### src/rtl/enduro_fifo_pkg.sv
// rtl/enduro_fifo_pkg.sv - shared Gray-code helpers and output-stage state type for the enduro FIFO
package enduro_fifo_pkg;

  // Widest pointer the helpers handle; callers pass their real width.
  localparam int GRAY_MAX_W = 32;

  // Output register state: EMPTY holds nothing, FULL presents a word.
  typedef enum logic {
    EMPTY = 1'b0,
    FULL  = 1'b1
  } ostage_state_t;

  // Binary to Gray over the low w bits; bits at and above w are zeroed.
  function automatic logic [GRAY_MAX_W-1:0] bin2gray(input logic [GRAY_MAX_W-1:0] b,
                                                     input int w);
    logic [GRAY_MAX_W-1:0] mask;
    mask = (w >= GRAY_MAX_W) ? '1 : ((32'd1 << w) - 32'd1);
    return (b ^ (b >> 1)) & mask;
  endfunction

  // Gray to binary over the low w bits: each binary bit is the XOR of all
  // Gray bits at or above it within the pointer width.
  function automatic logic [GRAY_MAX_W-1:0] gray2bin(input logic [GRAY_MAX_W-1:0] g,
                                                     input int w);
    logic [GRAY_MAX_W-1:0] b;
    logic                  acc;
    b   = '0;
    acc = 1'b0;
    for (int i = GRAY_MAX_W - 1; i >= 0; i--) begin
      if (i < w) begin
        acc  = acc ^ g[i];
        b[i] = acc;
      end
    end
    return b;
  endfunction

endpackage

### src/rtl/enduro_gray2bin.sv
// rtl/enduro_gray2bin.sv - combinational Gray-to-binary converter for a synchronized pointer
module enduro_gray2bin
  import enduro_fifo_pkg::*;
#(
  parameter int WIDTH = 7
) (
  input  logic [WIDTH-1:0] i_gray,
  output logic [WIDTH-1:0] o_bin
);

  generate
    if (WIDTH < 1 || WIDTH > GRAY_MAX_W) begin : g_bad_width
      $error("enduro_gray2bin: WIDTH must be 1..32");
    end
  endgenerate

  logic [GRAY_MAX_W-1:0] w_gray_ext;
  logic [GRAY_MAX_W-1:0] w_bin_ext;

  assign w_gray_ext = GRAY_MAX_W'(i_gray);
  assign w_bin_ext  = gray2bin(w_gray_ext, WIDTH);
  assign o_bin      = w_bin_ext[WIDTH-1:0];

endmodule

### src/rtl/enduro_fifo_rd_ctrl.sv
// rtl/enduro_fifo_rd_ctrl.sv - read-domain controller: read pointer, first-word-fall-through output stage, Gray pointer return
module enduro_fifo_rd_ctrl
  import enduro_fifo_pkg::*;
#(
  parameter int DATA_WIDTH = 32,
  parameter int ADDR_WIDTH = 6,
  parameter int MEM_DEPTH  = 64
) (
  input  logic                  rd_clk,
  input  logic                  rd_rst_n,
  input  logic [ADDR_WIDTH:0]   wr_ptr_gray_sync,
  output logic [ADDR_WIDTH-1:0] ram_rd_addr,
  input  logic [DATA_WIDTH-1:0] ram_rd_data,
  output logic                  m_valid,
  input  logic                  m_ready,
  output logic [DATA_WIDTH-1:0] m_data,
  output logic                  empty,
  output logic [ADDR_WIDTH:0]   ram_level,
  output logic [ADDR_WIDTH:0]   rd_ptr_gray,
  output logic                  ptr_err
);

  localparam int PTR_W = ADDR_WIDTH + 1;
  localparam logic [PTR_W-1:0] DEPTH_LIMIT = PTR_W'(MEM_DEPTH);

  generate
    if (MEM_DEPTH != (1 << ADDR_WIDTH)) begin : g_bad_depth
      $error("enduro_fifo_rd_ctrl: MEM_DEPTH must equal 2**ADDR_WIDTH");
    end
    if (PTR_W > GRAY_MAX_W) begin : g_bad_addr
      $error("enduro_fifo_rd_ctrl: ADDR_WIDTH too large for Gray helpers");
    end
  endgenerate

  logic [PTR_W-1:0]      w_wr_bin;
  logic [PTR_W-1:0]      w_rd_bin_nxt;
  logic [PTR_W-1:0]      w_ram_level;
  logic [GRAY_MAX_W-1:0] w_rd_gray_nxt_ext;
  logic                  w_ram_empty;
  logic                  w_accept;
  logic                  w_fetch;

  logic [PTR_W-1:0]      r_rd_bin;
  logic [PTR_W-1:0]      r_rd_ptr_gray;
  logic [DATA_WIDTH-1:0] r_m_data;
  logic                  r_m_valid;
  logic                  r_ptr_err;
  ostage_state_t         r_state;

  enduro_gray2bin #(
    .WIDTH (PTR_W)
  ) u_wr_gray2bin (
    .i_gray (wr_ptr_gray_sync),
    .o_bin  (w_wr_bin)
  );

  // RAM holds unfetched words whenever the pointers differ; the output stage
  // can take a new word when it is idle or its word is leaving this cycle.
  assign w_ram_empty       = (w_wr_bin == r_rd_bin);
  assign w_accept          = r_m_valid && m_ready;
  assign w_fetch           = !w_ram_empty && (!r_m_valid || m_ready);
  assign w_rd_bin_nxt      = r_rd_bin + PTR_W'(1);
  assign w_rd_gray_nxt_ext = bin2gray(GRAY_MAX_W'(w_rd_bin_nxt), PTR_W);
  assign w_ram_level       = w_wr_bin - r_rd_bin;

  // Output-stage FSM: advances the read pointer and loads the output word on fetch.
  always_ff @(posedge rd_clk or negedge rd_rst_n) begin
    if (!rd_rst_n) begin
      r_state       <= EMPTY;
      r_m_valid     <= 1'b0;
      r_m_data      <= '0;
      r_rd_bin      <= '0;
      r_rd_ptr_gray <= '0;
    end else begin
      if (w_fetch) begin
        r_m_data      <= ram_rd_data;
        r_rd_bin      <= w_rd_bin_nxt;
        r_rd_ptr_gray <= w_rd_gray_nxt_ext[PTR_W-1:0];
      end
      case (r_state)
        EMPTY: begin
          if (w_fetch) begin
            r_state   <= FULL;
            r_m_valid <= 1'b1;
          end
        end
        FULL: begin
          if (w_accept && !w_fetch) begin
            r_state   <= EMPTY;
            r_m_valid <= 1'b0;
          end
        end
        default: begin
          r_state   <= EMPTY;
          r_m_valid <= 1'b0;
        end
      endcase
    end
  end

  // Sticky flag: more words claimed in RAM than it can hold means the pointers disagree.
  always_ff @(posedge rd_clk or negedge rd_rst_n) begin
    if (!rd_rst_n) begin
      r_ptr_err <= 1'b0;
    end else if (w_ram_level > DEPTH_LIMIT) begin
      r_ptr_err <= 1'b1;
    end
  end

  assign ram_rd_addr = r_rd_bin[ADDR_WIDTH-1:0];
  assign m_valid     = r_m_valid;
  assign m_data      = r_m_data;
  assign empty       = !r_m_valid;
  assign ram_level   = w_ram_level;
  assign rd_ptr_gray = r_rd_ptr_gray;
  assign ptr_err     = r_ptr_err;

endmodule

### config.mk
export PLATFORM = sky130hd
export DESIGN_NAME = enduro_fifo_rd_ctrl
export DESIGN_NICKNAME = d
export VERILOG_FILES = /design/src/rtl/enduro_fifo_pkg.sv /design/src/rtl/enduro_gray2bin.sv /design/src/rtl/enduro_fifo_rd_ctrl.sv
export SDC_FILE = /design/constraint.sdc
export NUM_CORES = 1
export LEC_CHECK = 0
export CAP_MARGIN = 20
export CORE_MARGIN = 2
export CORE_UTILIZATION = 25
export CTS_BUF_LIST = sky130_fd_sc_hd__clkbuf_16
export CTS_CLUSTER_DIAMETER = 30
export DETAILED_ROUTE_END_ITERATION = 6
export DONT_BUFFER_PORTS = 1
export GPL_TIMING_DRIVEN = 0
export PLACE_DENSITY = 0.47
export SLEW_MARGIN = 30
export SYNTH_ARGS = -nofsm -noshare
export SYNTH_HDL_FRONTEND = slang
export SYNTH_SLANG_ARGS = --single-unit
### constraint.sdc
create_clock -name rd_clk -period 2.75 [get_ports rd_clk]
set_input_delay 0.275 -clock rd_clk [delete_from_list [all_inputs] [get_ports rd_clk]]
set_output_delay 0.275 -clock rd_clk [all_outputs]
set_load 0.01 [all_outputs]
# ---- Word-level counts from Yosys, hierarchy flattened
# Cells that the tools add are included.
dict set report classes {
  div 0
  n_shift 0
  order_cmp 1
  addsub 2
  eq_ne 3
  reduce_logical 8
  bitwise_logic 8
  multipliers 0
  mux 6
}
# operator count
set ops {}
lappend ops {{adder 7 x 1 -> 7 bit (second input constant)} 1}
lappend ops {{equality test 7 bit} 1}
lappend ops {{> comparator 7 bit (second input constant)} 1}
lappend ops {{subtractor 7 bit} 1}
lappend ops {{XOR 7 x 6 -> 7 bit} 1}
lappend ops {{XOR 1 bit} 6}
lappend ops {{2-to-1 mux 1 bit} 4}
lappend ops {{case mux 1 bit (2 select lines)} 2}
lappend ops {{logical AND 1 bit} 3}
lappend ops {{zero test 1 bit} 3}
lappend ops {{inequality test 2 x 1 -> 1 bit (second input constant)} 1}
lappend ops {{inequality test 2 bit (second input constant)} 1}
lappend ops {{AND reduction 2 bit} 1}
lappend ops {{logical OR 1 bit} 1}
lappend ops {{NOT 1 bit} 1}
dict set report word_totals {
  regBits 49
  word_cells 34
  memories 0
  ram_bits 0
  latch_bits 0
  rom_bits 0
  out_inout_bits 55
  in_bits 42
}

# ---- Logic depth before layout (Yosys ltp)
# Gate-level depths: netlist of the first run.
dict set report logic_depth {
  word_depth 13
  mapped_depth 13
  ltp_nobuf 12
}

# ---- Hierarchy
# A second synthesis of the first run with hierarchy kept.
dict set report hier_totals {
  hier_cells 191
  area_unflattened_um2 2343.5
}
# mod instances area_per_inst_um2 cells_each seq_area_each_um2
set by_module_without_submodules {}
lappend by_module_without_submodules {enduro_fifo_rd_ctrl 1 2238.4 180 1201.2}
lappend by_module_without_submodules {enduro_gray2bin 1 105.1 11 0.0}

# ---- Least setup slack after synthesis of the first run
# No wires, ideal clock.
dict set report synth_path {
  path_type {input -> output}
  from {in wr_ptr_gray_sync[4]}
  to {out ram_level[6]}
  slack_ns -0.178
  stages 12
  n_path_buf 0
  arrival_time_ns 2.653
  required_time_ns 2.475
  path_cell_list {xor3_2 -> xor2_2 -> xnor2_2 -> xor2_2 -> xor2_1 -> ha_1 -> fa_1 -> nor2b_1 -> o211ai_1 -> a21oi_1 -> xor2_1 -> inv_1}
}
dict set report synth_between {
  elab_chain_cells 6
}
# element line_no
set synth_rtl {}
lappend synth_rtl {{start: declaration} enduro_fifo_rd_ctrl.sv:11} ;# input logic [ADDR_WIDTH:0] wr_ptr_gray_sync,
lappend synth_rtl {{XOR 1 bit (*)} enduro_fifo_pkg.sv:31} ;# acc = acc ^ g[i];
lappend synth_rtl {{XOR 1 bit (4 in a row)} enduro_fifo_pkg.sv:31}
lappend synth_rtl {{subtractor 7 bit (*)} enduro_fifo_rd_ctrl.sv:64} ;# assign w_ram_level = w_wr_bin - r_rd_bin;
lappend synth_rtl {{end: declaration} enduro_fifo_rd_ctrl.sv:18} ;# output logic [ADDR_WIDTH:0] ram_level,
# Mark *: on every way between the ends. The rest lies on a longest branch, timed or not.

# ---- Final worst setup path of the first run
dict set report layout_path {
  from {in wr_ptr_gray_sync[6]}
  to {out ram_level[6]}
}
dict set report layout_between {
  elab_chain_cells 7
}
# element line_no
set layout_rtl {}
lappend layout_rtl {{XOR 1 bit (6 in a row)} enduro_fifo_pkg.sv:31}
lappend layout_rtl {{subtractor 7 bit (*)} enduro_fifo_rd_ctrl.sv:64}
# Marks and branches as above.

==> results of run 1 <==
## cells by family (layout without fill, tap and decap cells)
family | after synthesis | count (layout) | synth area share
AO/OA/AOI/OAI | 24 | 25 | 0.0637
buffers and inverters | 24 | 55 | 0.0486
adder cells (fa/ha/maj) | 8 | 8 | 0.0449
AND/OR/NAND/NOR | 132 | 132 | 0.227
XOR/XNOR | 27 | 27 | 0.115
flip-flops | 48 | 48 | 0.501
## layout by cell type, fill, tap and decap left out, drive strengths merged, types with 2 or more instances in the layout
cell type,instances
nand2,108
nand3,3
o21ai,12
xor2,11
inv,15
nor2,6
a21oi,5
buf,31
nand2b,2
xnor2,15
a21boi,2
ha,7
nor3,2
nand4,3
or2,2
o311ai,2
clkbuf,6
nor2b,2
dfrtp,48
## worst max-delay path by stage
stage,startpoint,endpoint,depth (start not counted)
6_report,wr_ptr_gray_sync[6],ram_level[6],12
5_1_grt,wr_ptr_gray_sync[6],ram_level[6],12
4_1_cts,wr_ptr_gray_sync[6],ram_level[6],12
3_5_place_dp,wr_ptr_gray_sync[4],ptr_err$_DFFE_PN0N_,11
3_3_place_gp,wr_ptr_gray_sync[4],ptr_err$_DFFE_PN0N_,11
2_1_floorplan,wr_ptr_gray_sync[4],ram_level[6],12
## layout make-up
class	count	area share
well taps	129	0.0496
clock inverters	3	0.0142
clock buffers	5	0.0384
plain buffers	9	0.0304
multi-input cells	192	0.383
flip-flops and latches	48	0.369
repair buffers	24	0.0976
inverters	14	0.0177
## worst max-delay path, stage by stage
cell and delay (ns):
xor3_2 0.46, xor2_4 0.19, xnor2_2 0.16, xor2_2 0.16, xor2_1 0.17, ha_2 0.18, fa_2 0.35, nor2b_2 0.14
o211ai_1 0.12, a21oi_1 0.17, xor2_1 0.21, inv_1 0.10
## layer usage
layer / global-route usage / up-vias / part of all wire
li1: - / 896 / -
met1: 0.156 / 867 / 0.43
met2: 0.212 / 73 / 0.48
met3: 0.0431 / 5 / 0.083
met4: 0.0308 / 0 / 0.0077
met5: 0 / - / 0
## state kept, by name, indices dropped and copies added (netlist names)
signal       cells
r_rd_bin         7
rd_ptr_gray      6
ptr_err          1
r_state          1
m_valid          1
m_data          32
## power by group through the flow
stage	Sequential (mW)	Combinational [mW]	Clock (mW)
after global routing	1.20	1.79	0.781
after global placement	1.19	1.20	0
after detailed placement	1.19	1.21	0
after floorplan	1.12	1.01	0
final	1.17	1.58	0.713
after CTS	1.18	1.57	0.742
## what timing repair did
item | CTS | global route
resized for setup | 46 | 9
buffers inserted | 36 | 4
endpoints found under the setup margin | 33 | 51
hold buffers | 2 | 0
pin swaps | 14 | 5
hold endpoints to repair | 48 | 0
gates cloned | 7 | 0
## synthesized netlist by cell type (2+ instances only)
cell and number:
o311ai_0 2, xor2_1 9, buf_2 6, nand2_1 108, nand4_1 3, or2_2 2, buf_6 2, inv_1 14
o21ai_0 11, dfrtp_1 48, nor2b_1 2, nor3_1 2, nand3_1 3, ha_1 7, xnor2_1 14, nor2_1 6
xor2_2 2, a21oi_1 5, nand2b_1 2
## stage by stage
step	instances	TNS, ns	hold slack (ns)	area, sq um	utilization
global placement	392	-15.19	-0.0195	2620	0.282
CTS	425	-6.31	0.0792	3220	0.347
detailed placement	392	-15.92	-0.0195	2620	0.282
global route	424	-8.99	0.0779	3260	0.351
finish	424	-3.31	0.0863	3260	0.351
floorplan	263	-2.48	-0.0206	2460	-
==> out/results.tsv, run 1 <==
stage	metric	value	unit
timing	rsz0062_at_grt	true	
drt	wl_per_cell	15.1	microns
clock_network	clk_latency	0.29	ns
layout	register_area	1200	sq um
logic_synthesis	ys_seq_elements	48	
clock_network	cts_max_path_buffers	2	
timing	fmax	0.337	GHz
setup_path	endpoint_kind	primary output	
flow_run	maxCapViolCount	0	
grt	grt_pass1_vias	1866	
setup_path	r2r_end	m_data[2]$_DFFE_PN0P_	
setup_path	reg2reg_setup_slack	0.19	ns
clock_network	htreeDepth	2	
clock_network	clock_sinks	48	
drt	ant_nets	0	
timing	finalCriticalPeriod	2.96	ns
setup_path	worstPathMaxFanout	3	
pwr	p_per_area	1060	nW/um^2
pwr	pwr-share-clk	0.206	
floorplan	die_x	102	microns
logic_synthesis	ys_top_cells_by_area	dfrtp_1, nand2_1, xnor2_1, ha_1, xor2_1	
placed_design	dp_worst_setup_slack	-0.412	ns
grt	grt_antenna_before_repair	0	
drt	via_per_inst	4.34	
timing	setup_violations	40	
layout	n_antenna_cell	0	
placed_design	portBuffers	0	
pwr	switching_share	0.413	
logic_synthesis	synthFlopType	dfrtp_1	
layout	area_growth	35.9	%
timing	finClkSkew	0.00782	ns
timing	tightest_slew	0.488	ns
setup_path	timing.rr.start	r_rd_bin[4]$_DFFE_PN0P_	
worst_hold_path	min_path_type	input port to register	
setup_path	worstSetupPathType	input port to primary output	
setup_path	arrival	2.69	ns
drt	drtIter0Drc	49	
logic_synthesis	synth_edf_count	0	
clock_network	cts_root_buf	clkbuf_16	
timing	period_share	1.08	
setup_path	cp-start-kind	input port	
placed_design	dp_hpwl	4220	microns
logic_synthesis	yosys_warnings	0	
pwr	leakagePower	1.54	nW
clock_network	clk_pin_slew	0.07	ns
floorplan	initial_utilization	0.258	
floorplan	io_pins	97	
worst_hold_path	min_path_cells	2	
floorplan	fp-row-count	35	
setup_path	crit_required	2.48	ns
logic_synthesis	yosysSeqAreaShare	0.501	
grt	gr-total-overflow	0	
worst_hold_path	worstHoldStart	ram_rd_data[6]	
grt	grt_max_degree	49	
clock_network	tritoncts	yes	
pwr	p_switching	1.43	mW
logic_synthesis	synthArstFlopShare	1.00	
timing	slew_viol_final	0	
floorplan	dieHeight	102	microns
status	violations	setup timing	
layout	multi_input_area	1250	sq um
worst_hold_path	holdPathEnd	m_data[6]$_DFFE_PN0P_	
grt	grt_pass1_wl	9940	microns
status	status	finished with violations	
timing	relSlewSlack	0.674	
pwr	seq_power_share	0.338	
floorplan	die_area	10400	sq um
layout	layout-drive-gt1-share	0.278	
pwr	vdd_drop_max	0.000606	V
timing	fin_ws	-0.215	ns
layout	nNetsFinal	344	
setup_path	reg2reg_depth	9	
pwr	total_power	3.46	mW
pwr	p_comb_frac	0.456	
logic_synthesis	yosysTopAreaCell	dfrtp_1	
logic_synthesis	synth_top_cell_area_share	0.501	
logic_synthesis	syn_area	2400	sq um
layout	nFillCells	969	
placed_design	finalWeightedCongestion	0.673	
drt	route.detailed.drc	0	
floorplan	core	9280	sq um
timing	report.final.hold_viol_count	0	
drt	num_vias	1841	
drt	routed_wl	6400	microns
logic_synthesis	avgSynthCellArea	9.11	sq um
logic_synthesis	synthCells	263	
pwr	p_int	2.03	mW
drt	detail_route.first_pass.iterations	4	
logic_synthesis	synthDistinctLibCells	34	
clock_network	numCtsBuffers	5	
grt	grtUsageTotal	0.126	
logic_synthesis	syn_nets	313	
(Power assumes the default switching activity.)
==> run 2: changes to the inputs <==
==> constraint.sdc (replaced) <==
create_clock -name rd_clk -period 2.7 [get_ports rd_clk]
set_input_delay 0.27 -clock rd_clk [delete_from_list [all_inputs] [get_ports rd_clk]]
set_output_delay 0.27 -clock rd_clk [all_outputs]
set_load 0.01 [all_outputs]
==> out/results.tsv, run 2 (synthesized netlist as in run 1, its figures left out) <==
stage	metric	value	unit	change
layout	largest_reg_flops	32		unchanged
layout	nNetsFinal	344		unchanged
clock_network	clock_sinks	48		unchanged
placed_design	portBuffers	0		unchanged
placed_design	dp_worst_setup_slack	-0.427	ns	was -0.412 ns
setup_path	worstSetupPathType	input port to primary output		unchanged
setup_path	timing.rr.start	r_rd_bin[4]$_DFFE_PN0P_		unchanged
drt	via_per_inst	4.35		was 4.34
drt	num_vias	1845		was 1841
timing	hold_ws	0.0867	ns	was 0.0863 ns
layout	layout-drive-gt1-share	0.383		was 0.278
drt	drtIter0Drc	32		was 49
clock_network	htreeDepth	2		unchanged
layout	final_cells	424		unchanged
drt	routed_wl	6330	microns	was 6400 microns
floorplan	core	9280	sq um	unchanged
setup_path	slowest_delay	0.46	ns	about the same
floorplan	io_pins	97		unchanged
timing	fin_tns_setup	-3.10	ns	was -3.31 ns
timing	slew_viol_final	0		unchanged
timing	fmax	0.339	GHz	
status	violations	setup timing		unchanged
grt	grt_pass1_wl	9740	microns	was 9940 microns
layout	n_antenna_cell	0		unchanged
setup_path	cp-start-kind	input port		unchanged
timing	tightest_slew	0.431	ns	was 0.488 ns
setup_path	reg2reg_setup_slack	0.16	ns	was 0.19 ns
worst_hold_path	worstHoldStart	ram_rd_data[13]		was ram_rd_data[6]
timing	setup_violations	48		was 40
grt	grt_pass1_vias	1894		was 1866
drt	ant_nets	0		unchanged
layout	nFillCells	976		was 969
grt	grt_antenna_before_repair	0		unchanged
timing	rsz0062_at_grt	true		unchanged
pwr	p_per_area	1050	nW/um^2	was 1060 nW/um^2
clock_network	cts_root_buf	clkbuf_16		unchanged
placed_design	finalWeightedCongestion	0.687		was 0.673
pwr	leakagePower	1.56	nW	was 1.54 nW
layout	multi_input_area	1360	sq um	was 1250 sq um
floorplan	die_area	10400	sq um	unchanged
floorplan	die_x	102	microns	unchanged
layout	fin_area	3320	sq um	was 3260 sq um
timing	period_share	1.09		
timing	report.final.hold_viol_count	0		unchanged
grt	grt_max_degree	49		unchanged
drt	wl_per_cell	14.9	microns	was 15.1 microns
setup_path	crit_family	XOR/XNOR gates		unchanged
setup_path	crit_required	2.43	ns	was 2.48 ns
clock_network	cts_max_path_buffers	2		unchanged
layout	final_cell_mix	nand2_1, dfrtp_1, nand2_2		unchanged
setup_path	path_cells	xor3_2 > xor2_4 > xnor2_2 > xor2_2 > xor2_1 > ha_2 > fa_2 > nor2b_2 > o211ai_1 > a21oi_1 > xor2_1 > inv_1		unchanged
setup_path	r2r_end	r_rd_bin[4]$_DFFE_PN0P_		was m_data[2]$_DFFE_PN0P_
pwr	vdd_drop_max	0.000566	V	was 0.000606 V
clock_network	numCtsBuffers	5		unchanged
worst_hold_path	min_path_cells	2		unchanged
floorplan	dieHeight	102	microns	unchanged
layout	fin_util	0.357		was 0.351
grt	grtUsageTotal	0.121		was 0.126
placed_design	place_area	2620	sq um	about the same
placed_design	dp.cells	392		unchanged
drt	route.detailed.drc	0		unchanged
placed_design	dp_hpwl	4150	microns	was 4220 microns
setup_path	reg2reg_depth	9		unchanged
worst_hold_path	holdPathEnd	m_data[13]$_DFFE_PN0P_		was m_data[6]$_DFFE_PN0P_
floorplan	fp-row-count	35		unchanged
pwr	total_power	3.48	mW	was 3.46 mW
clock_network	clk_latency	0.28	ns	was 0.29 ns
setup_path	arrival	2.68	ns	was 2.69 ns
clock_network	tritoncts	yes		unchanged
setup_path	critPathMostFrequentCell	xor2_1		unchanged
setup_path	endpoint_kind	primary output		unchanged
setup_path	worstPathBufferInverterCount	1		unchanged
timing	finalCriticalPeriod	2.95	ns	
floorplan	initial_utilization	0.258		unchanged
layout	register_area	1200	sq um	unchanged
layout	layout_commonest_cell	nand2_1		unchanged
grt	gr-total-overflow	0		unchanged
status	status	finished with violations		unchanged
layout	area_growth	38.4	%	was 35.9%
worst_hold_path	min_path_type	input port to register		unchanged
timing	relSlewSlack	0.712		was 0.674
flow_run	maxCapViolCount	0		unchanged
drt	detail_route.first_pass.iterations	4		unchanged
clock_network	clk_pin_slew	0.07	ns	about the same
timing	fin_ws	-0.252	ns	was -0.215 ns
timing	finClkSkew	0.00639	ns	was 0.00782 ns
setup_path	worstPathMaxFanout	3		unchanged
setup_path	crit_slowest_cell	xor3_2		unchanged
[run 2: cell count changes in the layout (fill, tap and decap cells not counted), sizes merged]
cell / previous run / this run
buf: 31 / 30
bufinv: 1 / 0
clkbuf: 6 / 7
clkinv: 0 / 3
clkinvlp: 1 / 0
inv: 15 / 14
[run 2: power breakdown]
group	switching, mW	total (mW)	leakage (nW)	internal, mW
sequential	0.287	1.19	0.574	0.906
combinational	0.921	1.69	0.920	0.766
clock	0.264	0.602	0.0710	0.337
total	1.47	3.48	1.56	2.01
[run 2: worst max-delay path by stage]
| stage | from | endpoint | cells after the start |
|---|---|---|---|
| 2_1_floorplan | wr_ptr_gray_sync[4] | ram_level[6] | 12 |
| 3_3_place_gp | wr_ptr_gray_sync[4] | ram_level[6] | 12 |
| 3_5_place_dp | wr_ptr_gray_sync[4] | m_data[2]$_DFFE_PN0P_ | 13 |
| 4_1_cts | wr_ptr_gray_sync[6] | ram_level[6] | 12 |
| 5_1_grt | wr_ptr_gray_sync[6] | ram_level[6] | 12 |
| 6_report | wr_ptr_gray_sync[6] | ram_level[6] | 12 |
[run 2: metal layers]
metal | up-vias | wire [microns] | global-route usage | share of wire
li1 | 895 | - | - | -
met1 | 879 | 2670 | 0.152 | 0.42
met5 | - | 0 | 0 | 0
met2 | 71 | 3150 | 0.206 | 0.50
met3 | 0 | 505 | 0.0369 | 0.080
met4 | 0 | 0 | 0.0277 | 0
[run 2: area by class of cell]
type                    instances  area share
plain buffers                  10      0.0358
multi-input cells             192       0.409
inverters                      14      0.0158
clock buffers                   5      0.0377
well taps                     129      0.0487
clock inverters                 3     0.00415
flip-flops and latches         48       0.362
repair buffers                 23      0.0868
[run 2: what timing repair did]
item / 4_1_cts / 5_1_grt
hold buffers: 2 / 0
setup endpoints to repair: 39 / 52
setup buffers: 18 / 1
pin swaps: 18 / 19
hold endpoints to repair: 48 / 0
gates resized for setup: 51 / 36
gates cloned: 6 / 1
==> run 3: changes to the inputs <==
--- a/config.mk
+++ b/config.mk
@@ -11,9 +11,8 @@
 export CTS_BUF_LIST = sky130_fd_sc_hd__clkbuf_16
 export CTS_CLUSTER_DIAMETER = 30
 export DETAILED_ROUTE_END_ITERATION = 6
-export DONT_BUFFER_PORTS = 1
 export GPL_TIMING_DRIVEN = 0
-export PLACE_DENSITY = 0.47
+export PLACE_DENSITY = 0.6
 export SLEW_MARGIN = 30
 export SYNTH_ARGS = -nofsm -noshare
 export SYNTH_HDL_FRONTEND = slang
==> out/results.tsv, run 3 (synthesized netlist as in run 1, its figures left out) <==
stage	metric	value	unit	change
timing	report.final.hold_viol_count	0		unchanged
timing	finClkSkew	0.00717	ns	was 0.00639 ns
clock_network	numCtsBuffers	5		unchanged
drt	via_per_inst	4.18		was 4.35
layout	layout_commonest_cell	clkdlybuf4s50_1		was nand2_1
clock_network	clk_pin_slew	0.06	ns	was 0.07 ns
placed_design	dp_hpwl	4510	microns	was 4150 microns
status	status	finished with violations		unchanged
floorplan	initial_utilization	0.258		unchanged
layout	nNetsFinal	440		was 344
grt	gr-usage-met1	0.172		was 0.152
timing	finalCriticalPeriod	3.19	ns	was 2.95 ns
flow_run	maxCapViolCount	0		unchanged
layout	largest_reg_flops	32		unchanged
floorplan	core	9280	sq um	unchanged
grt	globalRouteMet3Util	0.0280		was 0.0369
grt	grt.busiest_layer	met2		unchanged
drt	route.detailed.drc	0		unchanged
setup_path	crit_required	2.43	ns	about the same
timing	slew_viol_final	0		unchanged
floorplan	fp-row-count	35		unchanged
timing	setup_violations	52		was 48
setup_path	worstPathMaxFanout	2		was 3
placed_design	portBuffers	96		was 0
grt	gr-total-overflow	0		unchanged
grt	use_met2	0.218		was 0.206
timing	fin_ws	-0.489	ns	was -0.252 ns
pwr	leakagePower	1.92	nW	was 1.56 nW
layout	n_antenna_cell	0		unchanged
grt	grtUsageTotal	0.129		was 0.121
timing	fin_tns_setup	-8.45	ns	was -3.10 ns
drt	detail_route.first_pass.iterations	4		unchanged
timing	fmax	0.314	GHz	was 0.339 GHz
clock_network	tritoncts	yes		unchanged
clock_network	clk_latency	0.28	ns	about the same
floorplan	io_pins	97		unchanged
grt	grt_max_degree	49		unchanged
timing	rsz0062_at_grt	true		unchanged
floorplan	dieHeight	102	microns	unchanged
layout	final_cell_mix	clkdlybuf4s50_1, nand2_1, dfrtp_1		was nand2_1, dfrtp_1, nand2_2
drt	drtIter0Drc	42		was 32
timing	tightest_slew	0.624	ns	was 0.431 ns
timing	hold_ws	0.00740	ns	was 0.0867 ns
clock_network	clock_sinks	48		unchanged
grt	grt_antenna_before_repair	0		unchanged
clock_network	htreeDepth	2		unchanged
setup_path	endpoint_kind	primary output		unchanged
setup_path	arrival	2.92	ns	was 2.68 ns
floorplan	die_x	102	microns	unchanged
pwr	vdd_drop_max	0.000812	V	was 0.000566 V
drt	routed_wl	6680	microns	was 6330 microns
drt	ant_nets	0		unchanged
setup_path	cp-start-kind	input port		unchanged
worst_hold_path	min_path_type	input port to async pin		was input port to register
pwr	p_per_area	954	nW/um^2	was 1050 nW/um^2
timing	relSlewSlack	0.584		was 0.712
status	violations	setup timing		unchanged
grt	grt_pass1_wl	10500	microns	was 9740 microns
setup_path	reg2reg_setup_slack	0.23	ns	was 0.16 ns
clock_network	postCtsHoldBufs	0		was 2
clock_network	cts_max_path_buffers	2		unchanged
layout	layout-drive-gt1-share	0.253		was 0.383
clock_network	cts_root_buf	clkbuf_16		unchanged
setup_path	worstSetupPathType	input port to primary output		unchanged
grt	grt_pass1_vias	2151		was 1894
drt	wl_per_cell	12.8	microns	was 14.9 microns
placed_design	finalWeightedCongestion	0.818		was 0.687
layout	area_growth	73.5	%	was 38.4%
drt	num_vias	2174		was 1845
floorplan	die_area	10400	sq um	unchanged
timing	period_share	1.18		was 1.09
## run 3: cell types whose count changed in the layout (fill, tap and decap cells not counted), moves of 4 or more
cell and delta:
clkdlybuf4s50_1 +84, nand2_1 +19, nand2_2 -18, o21ai_1 +5, o21ai_2 -5, buf_2 +4
buf_4 +4
## run 3: per-layer routing
layer	share of wire	up-vias	wire length [microns]
met5	0	-	0
met4	0.0088	0	59
met3	0.064	4	427
met2	0.48	69	3220
met1	0.45	1014	2970
li1	-	1087	-
## run 3: path summary, 6_finish.rpt
| check | start | end | depth (start not counted) |
|---|---|---|---|
| min | rd_rst_n | m_data[22]$_DFFE_PN0P_ | 1 |
| max | wr_ptr_gray_sync[4] | ram_level[6] | 14 |
| max in group asynchronous | rd_rst_n | rd_ptr_gray[4]$_DFFE_PN0P_ | 1 |
| min reg2reg | r_state$_DFF_PN0_ | m_valid$_DFFE_PN0P_ | 1 |
| max reg2reg | r_rd_bin[4]$_DFFE_PN0P_ | r_rd_bin[3]$_DFFE_PN0P_ | 9 |
| min in group rd_clk | r_state$_DFF_PN0_ | m_valid$_DFFE_PN0P_ | 1 |
## run 3: worst max-delay path: stages
cell and delay, ns:
buf_6 0.06, xor3_2 0.47, xor2_4 0.19, xnor2_2 0.16
xor2_2 0.19, xor2_1 0.15, ha_2 0.19, fa_2 0.36
nor2b_4 0.14, o211ai_1 0.12, a21oi_2 0.18, xor2_1 0.23
inv_1 0.06, buf_2 0.14
## run 3: what timing repair did
item,in CTS,in global routing
hold endpoints to repair,0,0
pin swaps,23,10
endpoints found under the setup margin,55,54
gates cloned,7,0
setup buffers,15,4
gates resized for setup,95,8
## run 3: cell type report
cell class | count | area [sq um]
sequential | 48 | 1200
timing repair buffer | 120 | 1240
inverter | 14 | 55.1
buffer | 9 | 95.1
multi-input combinational | 192 | 1260
clock buffer | 5 | 125
clock inverter | 3 | 15.0
tap | 129 | 161
fill | 928 | 5130
## run 3: power by group
part | switching (mW) | internal, mW | total [mW]
combinational | 1.09 | 1.21 | 2.31
clock | 0.256 | 0.337 | 0.593
sequential | 0.158 | 0.907 | 1.06
total | 1.51 | 2.46 | 3.96
## run 3: stage by stage
step	power [mW]	cell area, sq um	std cells	setup slack, ns	utilization
finish	3.97	4160	520	-0.489	0.448
global route	4.26	4160	520	-0.608	0.448
CTS	3.92	4110	516	-0.470	0.443
detailed placement	3.14	3580	488	-1.32	0.386
global placement	3.12	3580	488	-1.30	0.386
floorplan	2.20	2460	263	-0.192	-
